## config.mk

```make
export PLATFORM = sky130hd
export DESIGN_NAME = dpram_port_arbiter
export DESIGN_NICKNAME = d
export VERILOG_FILES = /design/src/rtl/dpram_arb_pkg.sv /design/src/rtl/dpram_port_arbiter_rr_arbiter.sv /design/src/rtl/dpram_port_arbiter.sv
export SDC_FILE = /design/constraint.sdc
export NUM_CORES = 1
export LEC_CHECK = 0
export ABC_CLOCK_PERIOD_IN_PS = 9300
export BUFFER_PORTS_ARGS = -buffer_cell sky130_fd_sc_hd__buf_2
export CORE_MARGIN = 10
export CORE_UTILIZATION = 41
export DETAILED_ROUTE_END_ITERATION = 10
export MAX_ROUTING_LAYER = met4
export PLACE_DENSITY = 0.95
export REMOVE_ABC_BUFFERS = 1
export SLEW_MARGIN = 40
export SYNTH_ARGS = -nofsm -noshare
export SYNTH_HDL_FRONTEND = slang
export SYNTH_HIERARCHICAL = 1
export SYNTH_SLANG_ARGS = --single-unit
```

## constraint.sdc

```tcl
create_clock -name CLKA -period 9.3 [get_ports CLKA]
set_input_delay 2.325 -clock CLKA [delete_from_list [all_inputs] [get_ports CLKA]]
set_output_delay 2.325 -clock CLKA [all_outputs]
set_load 0.05 [all_outputs]
```

## src/rtl/dpram_arb_pkg.sv

```systemverilog
// Shared state encoding and index helper for the DPRAM port-A arbiter.
// Used by rr_arbiter and dpram_port_arbiter.
package dpram_arb_pkg;

    typedef enum logic [1:0] {
        ST_RESET = 2'd0,
        ST_CLEAR = 2'd1,
        ST_RUN   = 2'd2
    } arb_state_e;

    // Folds an index in [0, 2n) back into [0, n) without a divider.
    function automatic int wrap_idx(input int idx, input int n);
        return (idx >= n) ? idx - n : idx;
    endfunction

endpackage

```

## src/rtl/dpram_port_arbiter_rr_arbiter.sv

```systemverilog
// Round-robin arbiter: rotating-priority search starting at ptr_q.
// Produces a one-hot grant and the winner index in the same cycle.
module rr_arbiter
    import dpram_arb_pkg::*;
#(
    parameter int NREQ = 4,
    parameter int IDW  = $clog2(NREQ)
) (
    input  logic            clk_i,
    input  logic            rst_i,
    input  logic            en_i,
    input  logic [NREQ-1:0] req_i,
    output logic [NREQ-1:0] grant_o,
    output logic [IDW-1:0]  win_o,
    output logic            grant_any_o
);

    logic [IDW-1:0] ptr_q;
    logic [IDW-1:0] ptr_d;

    // The grant depends only on req_i, en_i and ptr_q, so there is no path from ready back into ready.
    always_comb begin
        int idx;
        idx         = 0;
        grant_o     = '0;
        win_o       = '0;
        grant_any_o = 1'b0;
        for (int i = 0; i < NREQ; i++) begin
            idx = wrap_idx(int'(ptr_q) + i, NREQ);
            if (en_i && !grant_any_o && req_i[idx]) begin
                grant_any_o  = 1'b1;
                grant_o[idx] = 1'b1;
                win_o        = IDW'(idx);
            end
        end
    end

    always_comb begin
        ptr_d = ptr_q;
        if (grant_any_o) begin
            ptr_d = IDW'(wrap_idx(int'(win_o) + 1, NREQ));
        end
    end

    always_ff @(posedge clk_i) begin
        if (rst_i) begin
            ptr_q <= '0;
        end else begin
            ptr_q <= ptr_d;
        end
    end

endmodule

```

## src/rtl/dpram_port_arbiter.sv

```systemverilog
// Shares DPRAM port A between NREQ requesters with round-robin arbitration.
// Optional power-up clear of the whole RAM is enabled by defining DPRAM_ARB_CLEAR_EN.
module dpram_port_arbiter
    import dpram_arb_pkg::*;
#(
    parameter int NREQ = 4,
    parameter int DP   = 512,
    parameter int DW   = 8,
    parameter int AW   = $clog2(DP),
    parameter int IDW  = $clog2(NREQ)
) (
    input  logic               CLKA,
    input  logic               rstb,
    input  logic [NREQ-1:0]    req_valid,
    output logic [NREQ-1:0]    req_ready,
    input  logic [NREQ-1:0]    req_wr,
    input  logic [NREQ*AW-1:0] req_addr,
    input  logic [NREQ*DW-1:0] req_wdata,
    output logic               rsp_valid,
    output logic [IDW-1:0]     rsp_id,
    output logic [DW-1:0]      rsp_rdata,
    output logic               busy,
    output logic               ram_ce,
    output logic               ram_rst,
    output logic               ram_wr,
    output logic [AW-1:0]      ram_addr,
    output logic [DW-1:0]      ram_din,
    input  logic [DW-1:0]      ram_dout
);

    arb_state_e state_q;
    arb_state_e state_d;

    logic [NREQ-1:0] grant;
    logic [IDW-1:0]  win;
    logic            grant_any;
    logic            rd_grant;

    logic [AW-1:0]   addr_arr  [NREQ];
    logic [DW-1:0]   wdata_arr [NREQ];

    logic            rsp_valid_q;
    logic [IDW-1:0]  rsp_id_q;

    for (genvar g = 0; g < NREQ; g++) begin : g_unpack
        assign addr_arr[g]  = req_addr[g*AW +: AW];
        assign wdata_arr[g] = req_wdata[g*DW +: DW];
    end

    rr_arbiter #(
        .NREQ (NREQ),
        .IDW  (IDW)
    ) u_arb (
        .clk_i       (CLKA),
        .rst_i       (rstb),
        .en_i        (state_q == ST_RUN),
        .req_i       (req_valid),
        .grant_o     (grant),
        .win_o       (win),
        .grant_any_o (grant_any)
    );

    assign req_ready = grant;
    assign rd_grant  = grant_any && !req_wr[win];

`ifdef DPRAM_ARB_CLEAR_EN
    logic [AW-1:0] clr_addr_q;
    logic [AW-1:0] clr_addr_d;
    logic          clearing;

    assign clearing = (state_q == ST_CLEAR);
    assign busy     = clearing;

    always_comb begin
        clr_addr_d = clr_addr_q;
        if (clearing) begin
            clr_addr_d = clr_addr_q + AW'(1);
        end
    end

    // A reset in the middle of a clear restarts it from address 0.
    always_ff @(posedge CLKA) begin
        if (rstb) begin
            clr_addr_q <= '0;
        end else begin
            clr_addr_q <= clr_addr_d;
        end
    end
`else
    assign busy = 1'b0;
`endif

    always_comb begin
        state_d = state_q;
        case (state_q)
            ST_RESET: begin
`ifdef DPRAM_ARB_CLEAR_EN
                state_d = ST_CLEAR;
`else
                state_d = ST_RUN;
`endif
            end
            ST_CLEAR: begin
`ifdef DPRAM_ARB_CLEAR_EN
                if (clr_addr_q == AW'(DP - 1)) begin
                    state_d = ST_RUN;
                end
`else
                state_d = ST_RUN;
`endif
            end
            ST_RUN:   state_d = ST_RUN;
            default:  state_d = ST_RESET;
        endcase
    end

    always_ff @(posedge CLKA) begin
        if (rstb) begin
            state_q <= ST_RESET;
        end else begin
            state_q <= state_d;
        end
    end

    always_comb begin
        ram_ce   = grant_any;
        ram_wr   = grant_any && req_wr[win];
        ram_addr = addr_arr[win];
        ram_din  = wdata_arr[win];
`ifdef DPRAM_ARB_CLEAR_EN
        if (clearing) begin
            ram_ce   = 1'b1;
            ram_wr   = 1'b1;
            ram_addr = clr_addr_q;
            ram_din  = '0;
        end
`endif
    end

    // Resetting the RAM output register along with the arbiter keeps rsp_rdata clean after reset.
    assign ram_rst = (state_q == ST_RESET);

    always_ff @(posedge CLKA) begin
        if (rstb) begin
            rsp_valid_q <= 1'b0;
            rsp_id_q    <= '0;
        end else begin
            rsp_valid_q <= rd_grant;
            if (rd_grant) begin
                rsp_id_q <= win;
            end
        end
    end

    assign rsp_valid = rsp_valid_q;
    assign rsp_id    = rsp_id_q;
    assign rsp_rdata = ram_dout;

endmodule

```

After elaboration in Yosys (flattened, before gate mapping)
Index checks and enable logic that the tools add are counted.

$add $sub $neg: 9. $lt $le $gt $ge: 15. Eq/ne operators: 2. Mux-type cells: 46. Bitwise gates (word level): 4. Reduce and logical (&&, ||, !) cells: 19.

Operators with widths (count): $ge 32x1->1 const B (4); $lt 32x4->1 const B (4); $mux 32 (4); $ge 32x4->1 const B (3); $sub 32x4->32 const B (3); $bmux 9 s2 (1); $mux 9 (2); $mux 1 (17); $bmux 8 s2 (1); $mux 4 (4); $mux 8 (2); $logic_and 1x1->1 (13); $mux 2 (6); $or 4x4->4 (3); $bmux 1 s2 (5); $demux 1 s2 (4); $add 2x1->3 const B (2); $add 2x2->3 const B (2); $ge 3x3->1 const B (2); $logic_not 1->1 (4); $sub 2x3->4 const B (1); $ge 2x3->1 const B (1); $lt 2x3->1 const B (1); $not 2->3 (1); other kinds (5) (5).

Bits in registers: 7. Input bits: 86. Output and inout bits: 36.

Depth between registers and ports, before layout
Gate-level depths: netlist (run 1).

Depth after elaboration: 23. Depth in mapped cells: 13.

Hierarchy
The synthesis (run 1) kept the hierarchy.

Modules (own cells, without submodules): dpram_port_arbiter (times used 1, cells an instance 51, area each 695.7 sq um, seq. area each 80.1 sq um); rr_arbiter (times used 1, cells an instance 65, area each 630.6 sq um, seq. area each 40.0 sq um).

Worst setup path before layout (run 1)
OpenSTA, ideal clock, no wires.

Path kind: input to output. From: input port req_valid[2]. To: output port ram_addr[0]. Arrival time: 4507 ps. Data required time: 6975 ps. Setup slack: 2468 ps. Stages on the path: 6. Path buffers: 2. Cell sequence: buf_6 mux4_2 a2111oi_4 o32a_2 buf_4 mux4_1.

Word-level cells in the longest chain between the ends: 21. Elaborated cells on any way between the ends: 33. Classes of those cells: mux: 22; bitwise: 1; reduce/logical: 10.

Ends and longest elaborated chain: from (decl) (line dpram_port_arbiter.sv:14) `input logic [NREQ-1:0] req_valid,`; $bmux 1 s2 (line dpram_port_arbiter_rr_arbiter.sv:30) `if (en_i && !grant_any_o && req_i[idx]) begin`; $mux 1 (not written as such) (2 in a row) (line dpram_port_arbiter_rr_arbiter.sv:30); $logic_and 1x1->1 (line dpram_port_arbiter_rr_arbiter.sv:30); $mux 1 (line dpram_port_arbiter_rr_arbiter.sv:30); $logic_not 1->1 (line dpram_port_arbiter_rr_arbiter.sv:30); $logic_and 1x1->1 (2 in a row) (line dpram_port_arbiter_rr_arbiter.sv:30); $mux 1 (line dpram_port_arbiter_rr_arbiter.sv:30); $logic_not 1->1 (line dpram_port_arbiter_rr_arbiter.sv:30); $logic_and 1x1->1 (2 in a row) (line dpram_port_arbiter_rr_arbiter.sv:30); $mux 1 (line dpram_port_arbiter_rr_arbiter.sv:30); $logic_not 1->1 (line dpram_port_arbiter_rr_arbiter.sv:30); $logic_and 1x1->1 (2 in a row) (line dpram_port_arbiter_rr_arbiter.sv:30); $mux 2 (*) (line dpram_port_arbiter_rr_arbiter.sv:30); via win[0] (line dpram_port_arbiter.sv:35) `logic [IDW-1:0] win;`; $not 2->3 (not written as such) (*) (line dpram_port_arbiter.sv:128) `ram_addr = addr_arr[win];`; $bmux 9 s2 (*) (line dpram_port_arbiter.sv:128); $mux 9 (not written as such) (*) (2 in a row) (line dpram_port_arbiter.sv:128); to (decl) (line dpram_port_arbiter.sv:26) `output logic [AW-1:0] ram_addr,`.

The timed path passes the listed nets; every way through them passes the cells marked *. The select of a mux whose other input is x is not followed.

Worst setup path in the final report (run 1)
From: input port req_valid[2]. To: output port ram_din[7].

Word-level cells in the longest chain between the ends: 21. Elaborated cells on any way between the ends: 33. Classes of those cells: mux: 22; bitwise: 1; reduce/logical: 10.

Ends and longest elaborated chain: $bmux 1 s2 (line dpram_port_arbiter_rr_arbiter.sv:30); $mux 1 (not written as such) (2 in a row) (line dpram_port_arbiter_rr_arbiter.sv:30); $logic_and 1x1->1 (line dpram_port_arbiter_rr_arbiter.sv:30); $mux 1 (line dpram_port_arbiter_rr_arbiter.sv:30); $logic_not 1->1 (line dpram_port_arbiter_rr_arbiter.sv:30); $logic_and 1x1->1 (2 in a row) (line dpram_port_arbiter_rr_arbiter.sv:30); $mux 1 (line dpram_port_arbiter_rr_arbiter.sv:30); $logic_not 1->1 (line dpram_port_arbiter_rr_arbiter.sv:30); $logic_and 1x1->1 (2 in a row) (line dpram_port_arbiter_rr_arbiter.sv:30); $mux 1 (line dpram_port_arbiter_rr_arbiter.sv:30); $logic_not 1->1 (line dpram_port_arbiter_rr_arbiter.sv:30); $logic_and 1x1->1 (2 in a row) (line dpram_port_arbiter_rr_arbiter.sv:30); $mux 2 (*) (line dpram_port_arbiter_rr_arbiter.sv:30); via win[0] (line dpram_port_arbiter.sv:35); $not 2->3 (not written as such) (*) (line dpram_port_arbiter.sv:129) `ram_din = wdata_arr[win];`; $bmux 8 s2 (*) (line dpram_port_arbiter.sv:129); $mux 8 (not written as such) (*) (2 in a row) (line dpram_port_arbiter.sv:129); to (decl) (line dpram_port_arbiter.sv:27) `output logic [DW-1:0] ram_din,`.

Marks and branches as above.

==> results of run 1 <==
## cell type report
type                            count  area share
Tap cell                           44      0.0309
Sequential cell                     6      0.0675
Clock buffer                        3      0.0126
Multi-Input combinational cell     88       0.586
Timing Repair Buffer              104       0.292
Inverter                            5      0.0105
## path summary, 6_finish.rpt
check,to,slack (ps),cells after the start
worst max-delay path,ram_din[7],2040,6
worst min-delay path,rsp_id[1],470,2
worst max register to register,rsp_id[1],5480,9
worst min register to register,rsp_id[1],470,2
## power by group through the flow
stage / combinational [mW] / sequential, mW / clock [mW]
2_1_floorplan: 0.425 / 0.0516 / 0
3_3_place_gp: 0.533 / 0.0449 / 0
3_5_place_dp: 0.544 / 0.0457 / 0
4_1_cts: 0.546 / 0.0453 / 0.0254
5_1_grt: 0.570 / 0.0476 / 0.0267
6_report: 0.542 / 0.0449 / 0.0247
## critical path, cell delays in order
cell       delay, ps
buf_2            150
mux4_2           510
a2111oi_4        400
o32a_2           670
mux4_1           640
buf_2            230
## layout by cell type, fill, tap and decap left out, drive strengths merged
cell	n
a2111oi	2
a211oi	1
a21o	1
a21oi	1
a221o	1
a221oi	1
a222oi	4
a31oi	1
a32oi	1
and2	5
and2b	1
and3b	1
buf	104
clkbuf	3
conb	1
dfxtp	6
ha	8
inv	5
mux2	1
mux2i	3
mux4	20
nand2	15
nand2b	2
nand3	1
nor2	4
nor2b	1
nor3	1
nor3b	2
o211a	1
o21ai	2
o2bb2a	1
o32a	1
o41ai	1
or2b	2
xnor2	1
## kinds of logic after synthesis
kind of cell    synth area share
fa+ha+maj                 0.0755
compound gates             0.163
other cells              0.00283
flops                     0.0906
mux                        0.393
xor+xnor                 0.00660
buf+inv                    0.123
simple gates               0.145
## per-layer routing
layer | up-vias | GRT usage | wire length (um)
met1 | 678 | 0.178 | 1920
met2 | 71 | 0.348 | 3290
met4 | 0 | 0.0446 | 79
met5 | - | - | 0
met3 | 8 | 0.0268 | 267
li1 | 639 | - | -
==> flow_metrics.py, run 1 <==
metrics = {
    "run_status": {
        "status": "finished clean",
    },
    "cts": {
        "cts_max_path_buffers": 2,
        "ctsResizeCount": 0,
        "clkTransAtPathRegs_ps": 40,
        "postCtsHoldBufs": 0,
        "cts_buffers": 3,
        "cts_num_sinks": 6,
        "clock_latency_ps": 250,
        "htreeDepth": 1,
        "cts_tree": "built",
        "post_cts_buffers": 0,
        "clock-root-buffer": "clkbuf_4",
    },
    "cells_and_area": {
        "finalInstanceArea_um2": 1780,
        "multiInputGateArea_um2": 1040,
        "area_delta_synth_final_pct": 34.2,
        "fillers": 284,
        "nNetsFinal": 302,
        "register_area_um2": 120,
        "utilization": 0.578,
        "n_antenna_cell": 0,
        "final_layout_size_suffix_gt1_frac": 0.636,
        "final_cells": 250,
    },
    "floorplan": {
        "core_area_um2": 3080,
        "start_util": 0.431,
        "num_io_pins": 122,
        "die-area_um2": 5910,
        "die_w_um": 76.9,
        "die_h_um": 76.9,
        "row_count": 20,
    },
    "place": {
        "dp.final_hpwl_um": 4920,
        "placedCellCount": 247,
        "place_congestion": 0.839,
        "place_area_um2": 1760,
        "place_ws_ps": 2050,
        "io_buffers": 104,
    },
    "global_routing": {
        "antenna_found_initial": 0,
        "first_global_vias": 1556,
        "grt_overflow": 0,
        "grt_max_degree": 24,
        "grt_pass1_wl_um": 8290,
        "grt.total_usage": 0.178,
    },
    "sta": {
        "final.min_clock_period_ps": 7260,
        "rsz0062_at_grt": "false",
        "fmax_mhz": 138,
        "holdWs_ps": 467,
        "setup_violations": 0,
        "maxSlewViolCount": 0,
        "fin_ws_ps": 2040,
        "skew_ps": 4.62,
        "tns_ps": 0,
        "max-slew-margin-rel": 0.575,
        "worst-slew-pin-transition_ps": 637,
        "final_hold_viol_count": 0,
        "final.period_utilization": 0.780,
    },
    "routing": {
        "wirelength_um": 5560,
        "vias": 1396,
        "ant_nets": 0,
        "drcViolationCount": 0,
        "drtPass1Iterations": 5,
        "viasPerCell": 5.58,
        "drtIter0Drc": 100,
        "drt-wirelength-per-cell_um": 22.2,
    },
    "synthesis": {
        "synth.cells.most_frequent": "nand2_1 (15), mux4_2 (13), buf_4 (10), ha_1 (8), mux4_1 (7)",
        "syn-cell-area_um2": 1330,
        "yosysTopAreaCell": "mux4_2",
        "syn_avg_cell_area_um2": 11.4,
        "synth_edf_count": 0,
        "yosysTopAreaCellShare": 0.221,
        "synth_ff_type": "dfxtp_1",
        "ys_ff_latch": 6,
        "async_flop_share": 0,
        "yosysMostFrequentCell": "nand2_1",
        "yosysSeqAreaShare": 0.0906,
        "synth_warnings": 6,
        "synth.area.top_cells": "mux4_2 (22%), mux4_1 (14%), dfxtp_1 (9.1%)",
        "syn_inst": 116,
        "synth_cell_types": 43,
    },
    "job": {
        "drv_cap": 0,
    },
    "critical_path": {
        "cp.arrival_ps": 4930,
        "cp-startpoint": "req_valid[2]",
        "cp-start-kind": "input port",
        "critPathMaxFanout": 23,
        "end_kind": "output port",
        "crit_type": "in2out",
        "required_ps": 6980,
    },
    "min_path": {
        "hold_start": "rsp_id[1]",
        "hold_class": "reg2reg",
    },
    "power": {
        "p_int_mw": 0.230,
        "p_per_area_nw_per_um2": 344,
        "combPwrFrac": 0.886,
        "p_seq_frac": 0.073,
        "vdd_drop_max_uv": 166,
        "p_clk_frac": 0.040,
        "netSwitchingFraction": 0.624,
        "p_leak_nw": 0.873,
        "total_power_mw": 0.612,
        "p_sw_mw": 0.382,
    },
}
Note: power is estimated with default switching activity, not from simulation.
==> run 2, diff against run 1 <==
--- a/config.mk
+++ b/config.mk
@@ -5,13 +5,13 @@
 export SDC_FILE = /design/constraint.sdc
 export NUM_CORES = 1
 export LEC_CHECK = 0
-export ABC_CLOCK_PERIOD_IN_PS = 9300
+export ABC_CLOCK_PERIOD_IN_PS = 6150
 export BUFFER_PORTS_ARGS = -buffer_cell sky130_fd_sc_hd__buf_2
 export CORE_MARGIN = 10
-export CORE_UTILIZATION = 41
+export CORE_UTILIZATION = 34
 export DETAILED_ROUTE_END_ITERATION = 10
 export MAX_ROUTING_LAYER = met4
-export PLACE_DENSITY = 0.95
+export PLACE_DENSITY = 0.9
 export REMOVE_ABC_BUFFERS = 1
 export SLEW_MARGIN = 40
 export SYNTH_ARGS = -nofsm -noshare
==> constraint.sdc (replaced) <==
create_clock -name CLKA -period 6.15 [get_ports CLKA]
set_input_delay 1.5375 -clock CLKA [delete_from_list [all_inputs] [get_ports CLKA]]
set_output_delay 1.5375 -clock CLKA [all_outputs]
set_load 0.05 [all_outputs]
==> flow_metrics.py, run 2 (synthesis gave the netlist of run 1 again) <==
metrics = {
    "run_status": {
        "status": "finished clean",
    },
    "sta": {
        "fin_ws_ps": 554,
        "rsz0062_at_grt": "false",
        "skew_ps": 1.55,
        "tns_ps": 0,
        "final_hold_viol_count": 0,
        "final.min_clock_period_ps": 5600,
        "fmax_mhz": 179,
        "setup_violations": 0,
        "maxSlewViolCount": 0,
        "final.period_utilization": 0.910,
    },
    "critical_path": {
        "cp-start-kind": "input port",
        "critPathMaxFanout": 13,
        "end_kind": "output port",
        "rrSetupSlack_ps": 2470,
        "crit_type": "in2out",
        "required_ps": 4610,
        "cp.arrival_ps": 4060,
    },
    "floorplan": {
        "row_count": 22,
        "start_util": 0.357,
        "num_io_pins": 122,
        "die_w_um": 82.5,
        "die_h_um": 82.5,
        "core_area_um2": 3720,
        "die-area_um2": 6800,
    },
    "cts": {
        "cts_num_sinks": 6,
        "ctsResizeCount": 0,
        "htreeDepth": 1,
        "cts_buffers": 3,
        "cts_tree": "built",
        "post_cts_buffers": 0,
        "clkTransAtPathRegs_ps": 40,
        "clock-root-buffer": "clkbuf_8",
        "cts_max_path_buffers": 2,
        "postCtsHoldBufs": 0,
        "clock_latency_ps": 220,
    },
    "global_routing": {
        "first_global_vias": 1397,
        "grt_overflow": 0,
        "grt_max_degree": 22,
        "antenna_found_initial": 0,
        "grt_pass1_wl_um": 6690,
        "grt.total_usage": 0.128,
    },
    "cells_and_area": {
        "utilization": 0.493,
        "layout_common_cells": "buf_2 (104), nand2_1 (15), mux4_2 (13), ha_1 (8), mux4_1 (7)",
        "fillers": 355,
        "register_area_um2": 120,
        "n_antenna_cell": 0,
        "area_delta_synth_final_pct": 38.1,
        "multiInputGateArea_um2": 1040,
        "final_common_cell": "buf_2",
        "nNetsFinal": 304,
        "final_layout_size_suffix_gt1_frac": 0.639,
        "final_cells": 256,
    },
    "power": {
        "p_per_area_nw_per_um2": 525,
        "vdd_drop_max_uv": 265,
        "p_leak_nw": 0.895,
        "total_power_mw": 0.962,
    },
    "place": {
        "place_congestion": 0.881,
        "place_ws_ps": 555,
        "placedCellCount": 253,
        "dp.final_hpwl_um": 4230,
        "io_buffers": 104,
    },
    "routing": {
        "viasPerCell": 5.20,
        "wirelength_um": 4780,
        "drtIter0Drc": 64,
        "drcViolationCount": 0,
        "drtPass1Iterations": 6,
        "vias": 1332,
        "ant_nets": 0,
        "drt-wirelength-per-cell_um": 18.7,
    },
    "min_path": {
        "hold_class": "reg2reg",
    },
    "job": {
        "drv_cap": 0,
    },
}
run 2: cell count changes in the layout (fill, tap and decap cells not counted), sizes merged:
| cell | previous run | this run |
|---|---|---|
| buf | 104 | 106 |
run 2: critical path: stages:
cell and delay (ps):
buf_2 140, mux4_2 500, a2111oi_4 400, o32a_2 470, buf_12 200, mux4_1 560
buf_2 230
run 2: power by group:
part	internal [mW]	switching, mW	total, mW
clock	0.0421	0.0171	0.0592
combinational	0.297	0.548	0.845
sequential	0.0478	0.00988	0.0577
run 2: stage by stage:
stage                     cell area (um^2)  hold WS (ps)
after floorplan                       1180           665
after global placement                1790           453
after detailed placement              1790           464
after CTS                             1830           469
after global routing                  1830           519
final                                 1830           472
run 2: layout make-up:
cell class                 count  area share
tap                           48      0.0328
sequential                     6      0.0656
clock buffer                   3      0.0225
inverter                       5      0.0102
multi-input combinational     88       0.570
timing repair buffer         106       0.299
run 2: worst paths after layout:
kind | depth (start not counted) | endpoint | start
worst max-delay path | 7 | ram_din[5] | req_valid[2]
worst min-delay path | 2 | rsp_id[0] | rsp_id[0]
worst max register to register | 9 | rsp_id[1] | u_arb/ptr_q[1]
worst min register to register | 2 | rsp_id[0] | rsp_id[0]
run 2: routing by layer:
| metal | GRT usage | share of wire |
|---|---|---|
| met4 | 0.0255 | 0.011 |
| met2 | 0.220 | 0.57 |
| met5 | - | 0 |
| met3 | 0.0292 | 0.041 |
| met1 | 0.150 | 0.38 |
